[config.mk]
export PLATFORM = sky130hd
export DESIGN_NAME = jtag_tap_responder_flat
export DESIGN_NICKNAME = d
export VERILOG_FILES = /design/src/rtl/jtag_tap_responder_if.sv /design/src/rtl/jtag_tap_responder.sv /design/src/flat_wrapper.sv
export SDC_FILE = /design/constraint.sdc
export NUM_CORES = 1
export LEC_CHECK = 0
export ABC_AREA = 1
export BUFFER_PORTS_ARGS = -buffer_cell sky130_fd_sc_hd__buf_4
export CAP_MARGIN = 15
export CORE_UTILIZATION = 46
export DETAILED_ROUTE_END_ITERATION = 8
export GPL_TIMING_DRIVEN = 0
export PLACE_DENSITY = 0.86
export SLEW_MARGIN = 25
export SYNTH_ARGS = -nofsm -noshare
export SYNTH_HDL_FRONTEND = slang
export SYNTH_SLANG_ARGS = --single-unit
export TNS_END_PERCENT = 50
[constraint.sdc]
create_clock -name clk -period 1.6 [get_ports clk]
set_input_delay 0.16 -clock clk [delete_from_list [all_inputs] [get_ports clk]]
set_output_delay 0.16 -clock clk [all_outputs]
set_load 0.005 [all_outputs]
[src/rtl/jtag_tap_responder_if.sv]
// jtag_tap_responder_if
//   JTAG pin bundle between a JTAG master and the TAP responder.
//   master modport: drives tck/tms/tdi/trst, observes tdo/tdo_oe.
//   slave  modport: the responder side (samples tck/tms/tdi/trst, drives tdo/tdo_oe).
interface jtag_tap_responder_if;
    logic jtag_tck;   // JTAG clock, asynchronous to the system clock
    logic jtag_tms;   // mode select
    logic jtag_tdi;   // serial data into the target
    logic jtag_trst;  // active-high TAP reset
    logic jtag_tdo;   // serial data out of the target
    logic tdo_oe;     // high while the target is in Shift-IR / Shift-DR

    modport master (
        output jtag_tck, jtag_tms, jtag_tdi, jtag_trst,
        input  jtag_tdo, tdo_oe
    );

    modport slave (
        input  jtag_tck, jtag_tms, jtag_tdi, jtag_trst,
        output jtag_tdo, tdo_oe
    );
endinterface

[src/rtl/jtag_tap_responder.sv]
// jtag_tap_responder
//   Target-side IEEE 1149.1 TAP. TCK/TMS/TDI/TRST are oversampled on clk
//   (clk >= 6x TCK), the 16-state TAP controller advances on each detected
//   TCK rise, and TDO is updated on each detected TCK fall.
//   Registers: IR (IR_LEN bits), BYPASS (1 bit), IDCODE (32 bits) and an
//   optional 32-bit user DR sharing the IDCODE shift register.
//
//   Optional feature macro: JTAG_TAP_USER_DR_EN
//     defined   : USER opcode (4'h8) selects the user DR; user_dr_out,
//                 user_capture and user_update are live.
//     undefined : USER decodes as BYPASS; those outputs are tied 0.
//
//   Ports
//     clk, rst      system clock, asynchronous active-high reset
//     jtag          JTAG pins (slave modport of jtag_tap_responder_if)
//     tap_state     current TAP state, IEEE encoding
//     ir_value      current instruction
//     user_dr_in    parallel value captured into the user DR at Capture-DR
//     user_dr_out   user DR contents latched at Update-DR
//     user_capture  one-clk pulse after the rise leaving Capture-DR (USER)
//     user_update   one-clk pulse after the rise leaving Update-DR (USER)
module jtag_tap_responder #(
    parameter logic [31:0] IDCODE = 32'h4A7A_6001,
    parameter int          IR_LEN = 4
) (
    input  logic              clk,
    input  logic              rst,
    jtag_tap_responder_if.slave jtag,
    output logic [3:0]        tap_state,
    output logic [IR_LEN-1:0] ir_value,
    input  logic [31:0]       user_dr_in,
    output logic [31:0]       user_dr_out,
    output logic              user_capture,
    output logic              user_update
);

    typedef enum logic [3:0] {
        TLR      = 4'hF, RTI      = 4'hC,
        SEL_DR   = 4'h7, CAP_DR   = 4'h6, SH_DR  = 4'h2, EX1_DR = 4'h1,
        PAUSE_DR = 4'h3, EX2_DR   = 4'h0, UPD_DR = 4'h5,
        SEL_IR   = 4'h4, CAP_IR   = 4'hE, SH_IR  = 4'hA, EX1_IR = 4'h9,
        PAUSE_IR = 4'hB, EX2_IR   = 4'h8, UPD_IR = 4'hD
    } tap_state_e;

    localparam logic [IR_LEN-1:0] OP_IDCODE = IR_LEN'(4'hE);

    // ------------------------------------------------------------------
    // Synchronisers. TMS/TDI have the same depth as TCK so that *_s2 is
    // the value present when tck_s2 first shows the rise.
    // ------------------------------------------------------------------
    logic tck_s1, tck_s2, tck_s3;
    logic tms_s1, tms_s2;
    logic tdi_s1, tdi_s2;
    logic trst_s1, trst_s2;

    always_ff @(posedge clk or posedge rst) begin
        if (rst) begin
            tck_s1  <= 1'b0; tck_s2  <= 1'b0; tck_s3 <= 1'b0;
            tms_s1  <= 1'b0; tms_s2  <= 1'b0;
            tdi_s1  <= 1'b0; tdi_s2  <= 1'b0;
            trst_s1 <= 1'b0; trst_s2 <= 1'b0;
        end else begin
            tck_s1  <= jtag.jtag_tck;  tck_s2  <= tck_s1;  tck_s3 <= tck_s2;
            tms_s1  <= jtag.jtag_tms;  tms_s2  <= tms_s1;
            tdi_s1  <= jtag.jtag_tdi;  tdi_s2  <= tdi_s1;
            trst_s1 <= jtag.jtag_trst; trst_s2 <= trst_s1;
        end
    end

    logic tck_rise, tck_fall;
    assign tck_rise =  tck_s2 & ~tck_s3;
    assign tck_fall = ~tck_s2 &  tck_s3;

    // ------------------------------------------------------------------
    // TAP controller
    // ------------------------------------------------------------------
    tap_state_e state, nxt;

    always_ff @(posedge clk or posedge rst) begin
        if (rst)
            state <= TLR;
        else if (trst_s2)
            state <= TLR;          // trst beats a coincident TCK rise
        else if (tck_rise)
            state <= nxt;
    end

    always_comb begin
        nxt = state;
        case (state)
            TLR:      nxt = tms_s2 ? TLR      : RTI;
            RTI:      nxt = tms_s2 ? SEL_DR   : RTI;
            SEL_DR:   nxt = tms_s2 ? SEL_IR   : CAP_DR;
            CAP_DR:   nxt = tms_s2 ? EX1_DR   : SH_DR;
            SH_DR:    nxt = tms_s2 ? EX1_DR   : SH_DR;
            EX1_DR:   nxt = tms_s2 ? UPD_DR   : PAUSE_DR;
            PAUSE_DR: nxt = tms_s2 ? EX2_DR   : PAUSE_DR;
            EX2_DR:   nxt = tms_s2 ? UPD_DR   : SH_DR;
            UPD_DR:   nxt = tms_s2 ? SEL_DR   : RTI;
            SEL_IR:   nxt = tms_s2 ? TLR      : CAP_IR;
            CAP_IR:   nxt = tms_s2 ? EX1_IR   : SH_IR;
            SH_IR:    nxt = tms_s2 ? EX1_IR   : SH_IR;
            EX1_IR:   nxt = tms_s2 ? UPD_IR   : PAUSE_IR;
            PAUSE_IR: nxt = tms_s2 ? EX2_IR   : PAUSE_IR;
            EX2_IR:   nxt = tms_s2 ? UPD_IR   : SH_IR;
            UPD_IR:   nxt = tms_s2 ? SEL_DR   : RTI;
            default:  nxt = TLR;
        endcase
    end

    assign tap_state   = state;
    assign jtag.tdo_oe = (state == SH_IR) || (state == SH_DR);

    // ------------------------------------------------------------------
    // Instruction decode. Anything that is neither IDCODE nor USER
    // (when enabled) selects the 1-bit bypass register.
    // ------------------------------------------------------------------
    logic sel_idcode, sel_user, sel_wide;

    assign sel_idcode = (ir_value == OP_IDCODE);
`ifdef JTAG_TAP_USER_DR_EN
    localparam logic [IR_LEN-1:0] OP_USER = IR_LEN'(4'h8);
    assign sel_user = (ir_value == OP_USER);
`else
    assign sel_user = 1'b0;
`endif
    // IDCODE and the user DR share one 32-bit shift register.
    assign sel_wide = sel_idcode | sel_user;

    // ------------------------------------------------------------------
    // Shift registers, IR, pulses and TDO. All actions key off the state
    // held before the rise is applied.
    // ------------------------------------------------------------------
    logic [IR_LEN-1:0] ir_sr;
    logic [31:0]       dr_sr;
    logic              byp_sr;
    logic              tdo_q;
    logic              ir_path;

    assign ir_path = (state == SH_IR) || (state == EX1_IR) ||
                     (state == PAUSE_IR) || (state == EX2_IR);

    always_ff @(posedge clk or posedge rst) begin
        if (rst) begin
            ir_sr        <= '0;
            dr_sr        <= '0;
            byp_sr       <= 1'b0;
            ir_value     <= OP_IDCODE;
            user_capture <= 1'b0;
            user_update  <= 1'b0;
            tdo_q        <= 1'b0;
        end else begin
            user_capture <= 1'b0;
            user_update  <= 1'b0;
            if (trst_s2) begin
                ir_value <= OP_IDCODE;
            end else if (tck_rise) begin
                case (state)
                    CAP_IR: ir_sr <= IR_LEN'(2'b01);
                    SH_IR:  ir_sr <= {tdi_s2, ir_sr[IR_LEN-1:1]};
                    UPD_IR: ir_value <= ir_sr;
                    CAP_DR: begin
                        byp_sr <= 1'b0;
                        if (sel_idcode)
                            dr_sr <= IDCODE;
                        else if (sel_user)
                            dr_sr <= user_dr_in;
                        user_capture <= sel_user;
                    end
                    SH_DR: begin
                        if (sel_wide)
                            dr_sr <= {tdi_s2, dr_sr[31:1]};
                        else
                            byp_sr <= tdi_s2;
                    end
                    UPD_DR: user_update <= sel_user;
                    default: ;
                endcase
                if (nxt == TLR)
                    ir_value <= OP_IDCODE;
            end
            if (tck_fall)
                tdo_q <= ir_path ? ir_sr[0] : (sel_wide ? dr_sr[0] : byp_sr);
        end
    end

    assign jtag.jtag_tdo = tdo_q;

`ifdef JTAG_TAP_USER_DR_EN
    always_ff @(posedge clk or posedge rst) begin
        if (rst)
            user_dr_out <= '0;
        else if (!trst_s2 && tck_rise && state == UPD_DR && sel_user)
            user_dr_out <= dr_sr;
    end
`else
    assign user_dr_out = '0;
`endif

endmodule

[src/flat_wrapper.sv]
// flat-port wrapper written by rule: the top's interface ports become plain ports
module jtag_tap_responder_flat 
#(
    parameter logic [31:0] IDCODE = 32'h4A7A_6001,
    parameter int          IR_LEN = 4
)
  (clk, rst, tap_state, ir_value, user_dr_in, user_dr_out, user_capture, user_update, jtag_jtag_tck, jtag_jtag_tms, jtag_jtag_tdi, jtag_jtag_trst, jtag_jtag_tdo, jtag_tdo_oe);
  jtag_tap_responder_if jtag_i ();
  input  logic clk;
  input  logic rst;
  output logic [3:0] tap_state;
  output logic [IR_LEN-1:0] ir_value;
  input  logic [31:0] user_dr_in;
  output logic [31:0] user_dr_out;
  output logic user_capture;
  output logic user_update;
  input wire logic [$bits(jtag_i.jtag_tck)-1:0] jtag_jtag_tck;
  input wire logic [$bits(jtag_i.jtag_tms)-1:0] jtag_jtag_tms;
  input wire logic [$bits(jtag_i.jtag_tdi)-1:0] jtag_jtag_tdi;
  input wire logic [$bits(jtag_i.jtag_trst)-1:0] jtag_jtag_trst;
  output wire logic [$bits(jtag_i.jtag_tdo)-1:0] jtag_jtag_tdo;
  output wire logic [$bits(jtag_i.tdo_oe)-1:0] jtag_tdo_oe;
  assign jtag_i.jtag_tck = jtag_jtag_tck;
  assign jtag_i.jtag_tms = jtag_jtag_tms;
  assign jtag_i.jtag_tdi = jtag_jtag_tdi;
  assign jtag_i.jtag_trst = jtag_jtag_trst;
  assign jtag_jtag_tdo = jtag_i.jtag_tdo;
  assign jtag_tdo_oe = jtag_i.tdo_oe;
  jtag_tap_responder #(.IDCODE(IDCODE), .IR_LEN(IR_LEN)) u_core (.clk(clk), .rst(rst), .jtag(jtag_i), .tap_state(tap_state), .ir_value(ir_value), .user_dr_in(user_dr_in), .user_dr_out(user_dr_out), .user_capture(user_capture), .user_update(user_update));
endmodule
==> impl_metrics.toml <==
[worst_setup_path]
r2r_slack_ps = -210
crit_path_top_delay_cell = "dfstp_2"
worst_ep_required_time_ps = 1810
crit_type = "reg2reg"
slowest_delay_ps = 550
crit_chain = "buf_6 -> inv_1 -> nand2_2 -> o21ai_0 -> nand2_1 -> nand3_1 -> nor2_4 -> nor2_4 -> nand2_4 -> a21oi_4 -> nand2_1 -> nand2_1"
timing.rr.end = "u_core.ir_value[0]$_DFFE_PP0P_"
crit_path_max_fanout = 8
cp-start-kind = "register"
ff2ff_path_depth = 12
rr_startpoint = "u_core.tap_state[1]$_DFFE_PP1P_"
cp.arrival_ps = 2020
cpMostUsedCell = "nand2_1"
critPathCaptureType = "register"

[synthesis]
synth_enable_flop_cells = 0
synth-seq-area-share = 0.533
syn_inst = 291
synthArstFlopShare = 1.00
yosys_warnings = 0
ys_types = 27
synth_ff_type = "dfrtp_1"
ys_ff_latch = 55
synth_area_mm2 = 0.00260
avgSynthCellArea_um2 = 8.92

[power_and_ir_drop]
p_seq_frac = 0.498
clockPowerShare = 0.306
finalPower_mw = 3.13
switchingPower_mw = 0.853
ir_worst_vdd_mv = 0.725
p_leak_nw = 1.70
p_int_mw = 2.27
powerDensity_mw_per_mm2 = 928
comb_power_share = 0.195
netSwitchingFraction = 0.273

[timing]
period_minus_slack_ps = 1810
period_share = 1.13
fin_skew_ps = 10.1
slew_headroom = 0.572
fmax_mhz = 552
rsz0062_at_grt = "yes"
final-hold-violation-count = 0
tightest_slew_ps = 641
setup_violations = 36
setup_ws_ps = -211
maxSlewViolCount = 0

[place]
pre_cts_slack_ps = -278
placed_area_mm2 = 0.00293
port_buffers = 15
hpwlAfterDp_um = 3250
routabilityCongestion = 0.894

[cells_and_area]
drive_gt1_frac = 0.351
finalInstanceArea_mm2 = 0.00337
final_util = 0.640
diodes = 0
final_cell_mix = "66 x buf_4, 48 x dfrtp_1, 40 x inv_1"
nNetsFinal = 405
syn2layout_area_growth_pct = 29.8
final_common_cell = "buf_4"

[floorplanning]
initial_core_util = 0.493
rows = 26
dieArea_mm2 = 0.00595
io_pins = 82
dieWidth_um = 77.1
coreArea_mm2 = 0.00527
die_h_um = 77.1

[clocking]
clk_pin_slew_ps = 90
tritoncts = "done"
clockRootBuffer = "clkbuf_8"
numCtsBuffers = 5
cts_sinks = 55
clock_latency_ps = 310
cts_buffer_depth = 2
cts_max_level = 2

[drt]
ant_nets = 0
drc = 0
wl_per_cell_um = 11.9
drt_first_iter_violations = 188
vias = 2083
drt_wl_total_um = 5220
firstDrtPassIters = 4
viasPerCell = 4.76

[global_routing]
grt_max_degree = 56
gr-usage-met3 = 0.0405
track_usage = 0.170
antenna_found_initial = 0
grt_first_pass_wirelength_um = 8000
gr-usage-met1 = 0.217
grt_pass1_vias = 1801
gr-usage-met2 = 0.273
busiest_layer = "met2"
overflow = 0

[job]
cap_violations = 0

[min_path]
hold_class = "reg2reg"
holdPathStages = 0
worstHoldStart = "u_core.tdi_s1$_DFF_PP0_"
worstHoldEndpoint = "u_core.tdi_s2$_DFF_PP0_"

[run_status]
failed_checks = "negative setup slack"
status = "finished, violations left"
worst max-delay path: cells and delay by family, from the launching register on:
kind | cells | cell delay (ps)
simple gates | 8 | 780
compound gates | 2 | 170
buf+inv | 2 | 200
flops | 1 | 550
power groups by stage:
| stage | clock (mW) | combinational [mW] | sequential [mW] |
|---|---|---|---|
| after floorplan | 0 | 0.328 | 1.56 |
| after global placement | 0 | 0.446 | 1.57 |
| after detailed placement | 0 | 0.460 | 1.57 |
| after CTS | 0.977 | 0.522 | 1.56 |
| after global routing | 1.03 | 0.663 | 1.57 |
| final | 0.957 | 0.611 | 1.56 |
per-stage QoR:
| step | setup TNS (ps) | cells | hold slack, ps |
|---|---|---|---|
| 6_report | -4110 | 438 | 356 |
| 5_1_grt | -7110 | 438 | 367 |
| 4_1_cts | -956 | 433 | 357 |
| 3_5_place_dp | -7910 | 409 | 270 |
| 3_3_place_gp | -30490 | 409 | 270 |
| 2_1_floorplan | 0 | 324 | 191 |
cells by family (layout without fill, tap and decap cells):
logic type             Yosys count  count (layout)  synth area share
AO/OA/AOI/OAI                   53              53             0.124
buffers and inverters           88             132             0.182
flip-flops                      55              55             0.533
other                            1              34           0.00144
AND/OR/NAND/NOR                 94              94             0.159
final cells by class:
class	instances	area, µm²
repair buffers	36	283
clock inverters	2	38.8
flip-flops and latches	55	1390
fillers	410	1900
plain buffers	40	318
well taps	70	87.6
inverters	48	188
clock buffers	6	82.6
multi-input cells	181	988
registers in the layout, indices dropped and copies added, names as in the netlist:
signal / flops
u_core.jtag.jtag_tdo: 1
u_core.tms_s1: 1
u_core.ir_value: 4
u_core.tck_s1: 1
u_core.byp_sr: 1
u_core.tck_s3: 1
u_core.ir_sr: 4
u_core.dr_sr: 32
u_core.tms_s2: 1
u_core.tck_s2: 1
u_core.trst_s1: 1
u_core.trst_s2: 1
u_core.tdi_s2: 1
u_core.tap_state: 4
u_core.tdi_s1: 1
synthesized netlist by cell type, types with 3 or more instances:
cell type,n,area [µm²]
dfrtp_1,48,1200
inv_1,43,161
nand2_1,43,161
buf_4,35,263
nor2_1,29,109
o22ai_1,16,100
a21oi_1,12,60.1
o21ai_0,12,60.1
nand3_1,11,55.1
dfstp_2,7,184
inv_2,5,18.8
o21ai_1,4,20.0
o22a_1,4,35.0
nand2_2,3,18.8
nor2_2,3,18.8
per-layer routing:
metal | routed length (µm) | up-vias
li1 | - | 1002
met5 | 0 | -
met1 | 2260 | 965
met2 | 2410 | 103
met4 | 162 | 0
met3 | 390 | 13
what timing repair did:
action,in CTS,in global routing
endpoints found under the setup margin,35,41
gates resized for setup,25,21
cloned,0,0
buffers inserted,11,5
pin swaps,8,11
hold buffers,5,0
endpoints found under the hold margin,52,0
worst max-delay path by stage:
stage | from | end
floorplan | u_core.tap_state[1]$_DFFE_PP1P_ | u_core.ir_value[0]$_DFFE_PP0P_
global placement | rst | u_core.dr_sr[6]$_DFFE_PP0P_
detailed placement | u_core.ir_value[1]$_DFFE_PP1P_ | u_core.dr_sr[28]$_DFFE_PP0P_
CTS | u_core.tap_state[1]$_DFFE_PP1P_ | u_core.ir_value[0]$_DFFE_PP0P_
global route | u_core.tap_state[1]$_DFFE_PP1P_ | u_core.ir_value[0]$_DFFE_PP0P_
finish | u_core.tap_state[1]$_DFFE_PP1P_ | u_core.ir_value[0]$_DFFE_PP0P_
Power figures use the tool's default switching activity.
